## src/rtl/serial_adder_ctrl.sv

```systemverilog
// rtl/serial_adder_ctrl.sv - bit-serial adder controller around a single full-adder cell
// One operand bit per cycle, LSB first; results are registered and held until the next finished add.
module serial_adder_ctrl #(
    parameter int N = 8
) (
    input  logic         clk,
    input  logic         rst,
    input  logic         start,
    input  logic [N-1:0] a,
    input  logic [N-1:0] b,
    input  logic         c_in,
    output logic         ready,
    output logic         busy,
    output logic         done,
    output logic [N-1:0] sum,
    output logic         c_out,
    output logic         overflow
);

    localparam int CW = (N > 1) ? $clog2(N) : 1;

    typedef enum logic [1:0] {
        IDLE = 2'd0,
        ADD  = 2'd1,
        DONE = 2'd2
    } state_t;

    state_t         state_q;
    logic [N-1:0]   sa_q, sb_q, sh_q, sum_q;
    logic [CW-1:0]  cnt_q;
    logic           cy_q, c_out_q, ovf_q;
    logic           ready_q, busy_q, done_q;

    logic           fa_s, fa_c, last;
    logic [N-1:0]   sa_d, sb_d, sh_d;

    always_comb begin
        fa_s = sa_q[0] ^ sb_q[0] ^ cy_q;
        fa_c = (sa_q[0] & sb_q[0]) | (sa_q[0] & cy_q) | (sb_q[0] & cy_q);
        sa_d = sa_q >> 1;
        sb_d = sb_q >> 1;
        // Shift path is separate from sum_q so the visible result stays put during an add.
        sh_d = sh_q >> 1;
        sh_d[N-1] = fa_s;
        last = (cnt_q == CW'(N - 1));
    end

    always_ff @(posedge clk or posedge rst) begin
        if (rst) begin
            state_q <= IDLE;
            sa_q    <= '0;
            sb_q    <= '0;
            sh_q    <= '0;
            sum_q   <= '0;
            cnt_q   <= '0;
            cy_q    <= 1'b0;
            c_out_q <= 1'b0;
            ovf_q   <= 1'b0;
            ready_q <= 1'b1;
            busy_q  <= 1'b0;
            done_q  <= 1'b0;
        end else begin
            case (state_q)
                IDLE, DONE: begin
                    if (start) begin
                        sa_q    <= a;
                        sb_q    <= b;
                        cy_q    <= c_in;
                        cnt_q   <= '0;
                        state_q <= ADD;
                        ready_q <= 1'b0;
                        busy_q  <= 1'b1;
                        done_q  <= 1'b0;
                    end else begin
                        state_q <= IDLE;
                        ready_q <= 1'b1;
                        busy_q  <= 1'b0;
                        done_q  <= 1'b0;
                    end
                end
                ADD: begin
                    sa_q  <= sa_d;
                    sb_q  <= sb_d;
                    sh_q  <= sh_d;
                    cy_q  <= fa_c;
                    cnt_q <= cnt_q + CW'(1);
                    if (last) begin
                        // cy_q here is the carry into the MSB, fa_c the carry out of it.
                        sum_q   <= sh_d;
                        c_out_q <= fa_c;
                        ovf_q   <= cy_q ^ fa_c;
                        state_q <= DONE;
                        ready_q <= 1'b1;
                        busy_q  <= 1'b0;
                        done_q  <= 1'b1;
                    end
                end
                default: begin
                    state_q <= IDLE;
                    ready_q <= 1'b1;
                    busy_q  <= 1'b0;
                    done_q  <= 1'b0;
                end
            endcase
        end
    end

    assign ready    = ready_q;
    assign busy     = busy_q;
    assign done     = done_q;
    assign sum      = sum_q;
    assign c_out    = c_out_q;
    assign overflow = ovf_q;

endmodule

```

## config.mk

```make
export PLATFORM = sky130hd
export DESIGN_NAME = serial_adder_ctrl
export DESIGN_NICKNAME = d
export VERILOG_FILES = /design/src/rtl/serial_adder_ctrl.sv
export SDC_FILE = /design/constraint.sdc
export NUM_CORES = 1
export LEC_CHECK = 0
export CORE_MARGIN = 5
export CORE_UTILIZATION = 25
export CTS_CLUSTER_SIZE = 40
export DETAILED_ROUTE_END_ITERATION = 16
export PLACE_DENSITY = 0.47
export SLEW_MARGIN = 5
export SYNTH_ARGS = -nofsm -noshare
export SYNTH_HDL_FRONTEND = slang
export SYNTH_SLANG_ARGS = --single-unit
export TNS_END_PERCENT = 30
```

## constraint.sdc

```tcl
create_clock -name clk -period 2.1 [get_ports clk]
set_input_delay 0.63 -clock clk [delete_from_list [all_inputs] [get_ports clk]]
set_output_delay 0.63 -clock clk [all_outputs]
set_load 0.005 [all_outputs]
```

# Yosys cells after proc, flatten, opt, wreduce, memory -nomap -nowiden
# Index checks and enable logic that the tools add are counted.
[totals]
input_bits = 20
output_inout_bits = 13
ff_bits = 43
[classes]
n_eq_ne = 5
addsub = 1
bitwise = 8
n_mux = 18
n_reduce_logical = 5
[op_table]
columns = ["op", "n"]
rows = [
  ["$pmux 8 s2", 2],
  ["$mux 8", 2],
  ["$mux 1", 7],
  ["$pmux 1 s2", 3],
  ["$pmux 3 s2", 1],
  ["$ne 2x2->1 const B", 2],
  ["$pmux 2 s2", 1],
  ["$reduce_and 2->1", 2],
  ["$add 3x1->3 const B", 1],
  ["$and 1x1->1", 3],
  ["$eq 3x3->1 const B", 1],
  ["$mux 3", 1],
  ["$xor 1x1->1", 3],
  ["$eq 2x1->1 const B", 1],
  ["$eq 2x2->1 const B", 1],
  ["$logic_not 2->1", 1],
  ["$mux 2", 1],
  ["$or 1x1->1", 2],
  ["$reduce_bool 2->1", 1],
  ["$reduce_or 2->1", 1],
]

# Depth between registers and ports, before layout
# Gate-level depths: netlist of the first run.
[logic_depth]
ltp_word = 4
depth_mapped = 6
depth_no_buf = 5

# Worst setup path before layout of the first run
# Ideal clock, no wire load.
[synth_timing]
kind = "register -> register"
startpoint = "reg cnt_q[0]"
endpoint = "reg c_out_q, in the netlist c_out"
t_arrival_ns = 1.366
slack_ns = 0.609
required_ns = 1.975
path_buffers = 1
path_stages_with_launch = 6
cell_sequence = "dfrtp_1 > ha_1 > ha_1 > nand3b_4 > buf_6 > mux2_4"
[synth_via]
elab_chain_cells = 2
[synth_rtl]
columns = ["element", "line", "source"]
rows = [
  ["from (decl)", "30", "logic [CW-1:0] cnt_q;"],
  ["from (signal assigned)", "86", "cnt_q <= cnt_q + CW'(1);"],
  ["$eq 3x3->1", "45", "last = (cnt_q == CW'(N - 1));"],
  ["$reduce_and 2->1 (no source line)", "-", ""],
  ["to (signal assigned)", "57", "c_out_q <= 1'b0;"],
  ["to (signal assigned)", "90", "c_out_q <= fa_c;"],
  ["to (decl)", "31", "logic cy_q, c_out_q, ovf_q;"],
]
# Every way passes these cells.
# A chain may end at the register's enable or synchronous reset.

# Worst setup path in the final report of the first run
[layout_timing]
startpoint = "reg ready_q, in the netlist ready"
endpoint = "out ready"
[layout_lines]
columns = ["element", "line", "source"]
rows = [
  ["from (decl)", "32", "logic ready_q, busy_q, done_q;"],
  ["from (signal assigned)", "59", "ready_q <= 1'b1;"],
  ["from (signal assigned)", "71", "ready_q <= 1'b0;"],
  ["from (signal assigned)", "76", "ready_q <= 1'b1;"],
  ["to (decl)", "12", "output logic ready,"],
]
# No word-level cell between the ends.

==> results of run 1 <==
-- cells in the final DEF (no fill, tap or decap), drive strengths merged --
cell type	synthesis	layout
a211oi	1	1
a21oi	1	1
a22o	5	5
buf	12	8
clkbuf	0	5
clkdlybuf4s50	0	32
clkinv	0	2
clkinvlp	0	1
dfrtp	40	40
dfstp	1	1
fa	1	1
ha	2	2
inv	3	3
mux2	10	10
mux2i	1	1
nand2	22	22
nand2b	2	2
nand3b	1	1
nor2	17	17
nor2b	3	3
nor3	15	15
o21ai	2	2
o22ai	14	14
o31ai	1	1
xnor2	2	2
-- worst register-to-register path, cell delays in order (launching register included) --
cell	delay [ns]
dfrtp_1	0.42
ha_1	0.22
ha_1	0.26
nand3b_4	0.22
mux2_2	0.36
-- worst paths after layout --
check                         start      end  slack (ns)  cells past startpoint
max reg2reg                cnt_q[0]   sum[6]        0.51                      4
min                         sh_q[1]  sh_q[1]        0.49                      2
min in group asynchronous       rst   sum[0]        0.70                      3
max in group asynchronous       rst    ready        1.13                      3
min reg2reg                 sh_q[1]  sh_q[1]        0.49                      2
max                           ready    ready        0.14                      1
-- flip-flops by register name, indices dropped and copies added, names as in the netlist --
register / flops
sa_q: 8
state_q: 2
sh_q: 7
cy_q: 1
c_out: 1
sb_q: 8
sum: 8
overflow: 1
cnt_q: 3
ready: 1
busy: 1
-- power groups by stage --
| stage | Combinational (uW) | Sequential (uW) | Clock, uW |
|---|---|---|---|
| floorplan | 1070 | 1370 | 0 |
| global placement | 1390 | 1440 | 0 |
| detailed placement | 1420 | 1440 | 0 |
| global route | 1580 | 1480 | 569 |
| CTS | 1430 | 1430 | 529 |
| finish | 1390 | 1420 | 506 |
-- per-layer routing --
layer | GRT usage | vias to the layer above | wire length (um)
li1 | - | 603 | -
met1 | 0.127 | 591 | 1960
met2 | 0.129 | 27 | 1530
met3 | 0.0363 | 2 | 187
met4 | 0.0308 | 0 | 37
met5 | 0 | - | 0
-- Yosys cell counts (3+ instances only) --
| library cell | instances | area [um2] |
|---|---|---|
| nor3_1 | 15 | 75.1 |
| dfrtp_1 | 40 | 1000 |
| buf_6 | 7 | 78.8 |
| mux2_2 | 3 | 33.8 |
| nand2_1 | 22 | 82.6 |
| nor2_1 | 17 | 63.8 |
| inv_1 | 3 | 11.3 |
| o22ai_2 | 3 | 37.5 |
| mux2_4 | 7 | 105 |
| buf_4 | 3 | 22.5 |
| a22o_1 | 5 | 43.8 |
| o22ai_1 | 11 | 68.8 |
-- metrics by stage --
step           setup WS [ns]  cell area, um2  power (uW)  utilization  hold WS, ns
3_3_place_gp           0.254            2230        2840        0.311        0.462
3_5_place_dp           0.201            2230        2870        0.311        0.470
2_1_floorplan          0.526            1830        2450            -        0.445
4_1_cts                0.117            2320        3380        0.323        0.486
6_report               0.143            2320        3320        0.323        0.485
5_1_grt               0.0856            2320        3630        0.323        0.526
-- layout make-up --
cell class              count  area (um2)  share of cell area
multi-input cells         100         677               0.292
well taps                  99         124              0.0534
clock inverters             3        17.5             0.00756
inverters                   3        11.3             0.00486
flip-flops and latches     41        1030               0.443
repair buffers             40         393               0.169
clock buffers               5        68.8              0.0297
-- cell families after synthesis --
group | Yosys count
muxes | 11
xor gates and xnor gates | 2
and+or+nand+nor | 60
adders and majority gates | 3
AOI/OAI and AO/OA | 24
buffers and inverters | 15
DFF | 41
==> results.sh, run 1 <==
export IMPL_remaining_drc_errors=0
export IMPL_cts_sinks=41
export IMPL_path_buf_inv=1
export IMPL_fp_dieW_um=95.5
export IMPL_synth_avg_cell_area_um2=11.7
export IMPL_fmax_mhz=511
export IMPL_clock_skew_ns=0.00525
export IMPL_synth_area_um2=1830
export IMPL_nets=214
export IMPL_syn_nets=179
export IMPL_cts_tree="yes"
export IMPL_fin_setup_tns_ns=0
export IMPL_cp_end_kind="primary output"
export IMPL_path_max_fanout=2
export IMPL_cap_viol_max_count=0
export IMPL_period_share=0.932
export IMPL_p_leak_uw=0.00103
export IMPL_startpoint_type="flop"
export IMPL_synthMuxAreaShare=0.0815
export IMPL_critPathRequiredTime_ns=1.47
export IMPL_via_per_inst=4.20
export IMPL_setup_viol_count_final=0
export IMPL_arrival_ns=1.33
export IMPL_synth_edf_count=0
export IMPL_cp_top_family="flip-flops"
export IMPL_layout_drive_gt1_share=0.172
export IMPL_yosysUniqueCellTypes=26
export IMPL_place_congestion=0.685
export IMPL_cts_repair_resized=0
export IMPL_diodes=0
export IMPL_grt_pass1_wl_um=6310
export IMPL_min_period_ns=1.96
export IMPL_synthXorXnorAreaFrac=0.00959
export IMPL_slew_violations=0
export IMPL_cts_htree_levels=2
export IMPL_die_area_um2=9120
export IMPL_ys_seq_area_frac=0.562
export IMPL_rows=31
export IMPL_clkLatencyLatePin_ns=0.29
export IMPL_die_y_um=95.5
export IMPL_coreArea_um2=7180
export IMPL_crit_slowest_cell="dfstp_2"
export IMPL_rsz0062_at_grt="no"
export IMPL_antenna_found_initial=0
export IMPL_grt_pass1_vias=1315
export IMPL_clkPwrFrac=0.152
export IMPL_cts_setup_buffers=0
export IMPL_crit_chain="clkdlybuf4s50_1"
export IMPL_p_sw_frac=0.343
export IMPL_finalWirelength_um=3710
export IMPL_num_vias=1223
export IMPL_drtPass1Iterations=4
export IMPL_area_growth_pct=26.9
export IMPL_grt_usage=0.0916
export IMPL_clkTransAtPathRegs_ns=0.08
export IMPL_fin_cells=291
export IMPL_clockBufferDepth=2
export IMPL_synth_compound_area_frac=0.101
export IMPL_grt_overflow=0
export IMPL_io_pins=33
export IMPL_cts_hold_buffers=0
export IMPL_netlist_instances=156
export IMPL_ir_drop_mv=0.394
export IMPL_p_comb_frac=0.419
export IMPL_synthSimpleGateAreaFrac=0.153
export IMPL_ys_warnings_count=0
export IMPL_hold_viol_final=0
export IMPL_cts_root_buffer_cell="clkbuf_8"
export IMPL_pwr_share_seq=0.429
export IMPL_dp_cells=283
export IMPL_holdCritPathClass="flop to flop"
export IMPL_fillers=744
export IMPL_synthAdderAreaFrac=0.0247
export IMPL_switchingPower_uw=1140
export IMPL_criticalPathCategory="flop to primary output"
export IMPL_p_int_uw=2180
export IMPL_synthArstFlopShare=1.00
export IMPL_power_density_nw_per_um2=1430
export IMPL_drt_iter0_drc=61
export IMPL_synth_top_family_by_area="simple AND/OR/NAND/NOR gates"
export IMPL_ant_nets=0
export IMPL_ys_flop_type="dfrtp_1"
export IMPL_start_util=0.255
export IMPL_maxSlewHeadroom=0.733
export IMPL_slowest_delay_ns=0.55
export IMPL_tightest_slew_ns=0.400
export IMPL_grt_max_degree=42
export IMPL_synth_seq_cells=41
export IMPL_outcome="completed"
export IMPL_wire_per_inst_um=12.7
export IMPL_port_buffers=32
export IMPL_cts_buffers_inserted=5
export IMPL_place_detailed_hpwl_um=2470
Power figures use the tool's default switching activity.
==> run 2, diff against run 1 <==
DONT_BUFFER_PORTS = 1   (was not set)
PLACE_DENSITY = 0.41   (was 0.47)
==> results.sh, run 2 (same netlist as run 1, synthesis figures left out) <==
export IMPL_clkTransAtPathRegs_ns=0.07
export IMPL_fin_setup_tns_ns=0
export IMPL_tightest_slew_ns=0.522
export IMPL_startpoint="cnt_q[0]"
export IMPL_period_share=0.759
export IMPL_worst_r2r_startpoint="cnt_q[0]"
export IMPL_drtPass1Iterations=3
export IMPL_rsz0062_at_grt="no"
export IMPL_dpl_worst_slack_ns=0.509
export IMPL_outcome="completed"
export IMPL_fin_cells=257
export IMPL_setup_viol_count_final=0
export IMPL_criticalPathCategory="flop to flop"
export IMPL_worst_slack_ns=0.505
export IMPL_fmax_mhz=627
export IMPL_coreArea_um2=7180
export IMPL_clock_skew_ns=0.00498
export IMPL_maxSlewHeadroom=0.652
export IMPL_cts_tree="yes"
export IMPL_area_growth_pct=8.29
export IMPL_whs_ns=0.360
export IMPL_rows=31
export IMPL_fp_dieW_um=95.5
export IMPL_rr_worst_depth=4
export IMPL_ant_nets=0
export IMPL_die_y_um=95.5
export IMPL_rr_endpoint="sum[5]"
export IMPL_cts_sinks=41
export IMPL_slew_violations=0
export IMPL_cts_buffers_inserted=5
export IMPL_startpoint_type="flop"
export IMPL_final_common_cell="dfrtp_1"
export IMPL_grt_overflow=0
export IMPL_place_detailed_hpwl_um=2670
export IMPL_port_buffers=0
export IMPL_min_period_ns=1.59
export IMPL_nets=181
export IMPL_num_vias=1114
export IMPL_remaining_drc_errors=0
export IMPL_clkLatencyLatePin_ns=0.28
export IMPL_holdCritPathClass="input pin to asynchronous set/reset pin"
export IMPL_cts_setup_buffers=0
export IMPL_grt_pass1_wl_um=6580
export IMPL_cts_htree_levels=2
export IMPL_die_area_um2=9120
export IMPL_hold_viol_final=0
export IMPL_reg2reg_slack_ns=0.51
export IMPL_cts_hold_buffers=0
export IMPL_start_util=0.255
export IMPL_power_density_nw_per_um2=1590
export IMPL_cp_end_kind="flop"
export IMPL_p_leak_uw=0.000900
export IMPL_ir_drop_mv=0.464
export IMPL_via_per_inst=4.33
export IMPL_fillers=758
export IMPL_drt_iter0_drc=37
export IMPL_diodes=0
export IMPL_critPathRequiredTime_ns=2.27
export IMPL_critPathCapture="sum[5]"
export IMPL_finalWirelength_um=3720
export IMPL_grt_max_degree=42
export IMPL_final_cell_mix="dfrtp_1, nand2_1, nor2_1, nor3_1, o22ai_1"
export IMPL_path_max_fanout=12
export IMPL_dp_cells=250
export IMPL_arrival_ns=1.77
export IMPL_cts_repair_resized=0
export IMPL_place_congestion=0.709
export IMPL_grt_pass1_vias=1328
export IMPL_cap_viol_max_count=0
export IMPL_cts_root_buffer_cell="clkbuf_8"
export IMPL_io_pins=33
export IMPL_wire_per_inst_um=14.5
export IMPL_layout_drive_gt1_share=0.190
export IMPL_clockBufferDepth=2
export IMPL_grt_usage=0.0954
export IMPL_antenna_found_initial=0
[run 2: cell count changes in the layout (fill, tap and decap cells not counted), sizes merged]
cell / before / now
clkdlybuf4s50: 32 / 0
clkinv: 2 / 0
clkinvlp: 1 / 0
clkbuf: 5 / 7
buf: 8 / 7
[run 2: worst max-delay path, cell delays in order, from the launching register on]
cell	delay (ns)
dfrtp_1	0.41
ha_1	0.21
ha_1	0.26
nand3b_4	0.23
mux2_2	0.37
[run 2: cell type report]
class,count,area [um2],area share
inverter,3,11.3,0.00569
tap,99,124,0.0626
sequential,41,1030,0.519
multi-input combinational,100,677,0.342
timing repair buffer,7,52.6,0.0266
clock buffer,7,86.3,0.0436
[run 2: through the flow]
step                utilization  total power [uW]  cell area (um2)
finish                    0.276              3140             1980
global route              0.276              3440             1980
CTS                       0.276              3200             1980
detailed placement        0.264              2680             1890
global placement          0.264              2620             1890
floorplan                     -              2450             1830
[run 2: per-layer routing]
layer  share of wire  wire (um)  GRT usage
met1            0.42       1580      0.111
met2            0.48       1770      0.157
met3           0.090        336     0.0474
met4           0.011         42     0.0249
met5               0          0          0
[run 2: worst min-delay path by stage]
stage	start	to
after floorplan	sh_q[1]	sh_q[1]
after global placement	sh_q[1]	sh_q[1]
after detailed placement	sh_q[1]	sh_q[1]
after CTS	rst	sb_q[1]
after global routing	rst	sb_q[1]
final	rst	sh_q[1]
[run 2: where the power goes]
group	total, uW	switching [uW]	internal [uW]
combinational	1150	567	588
clock	512	251	261
sequential	1470	301	1170
total	3140	1120	2020
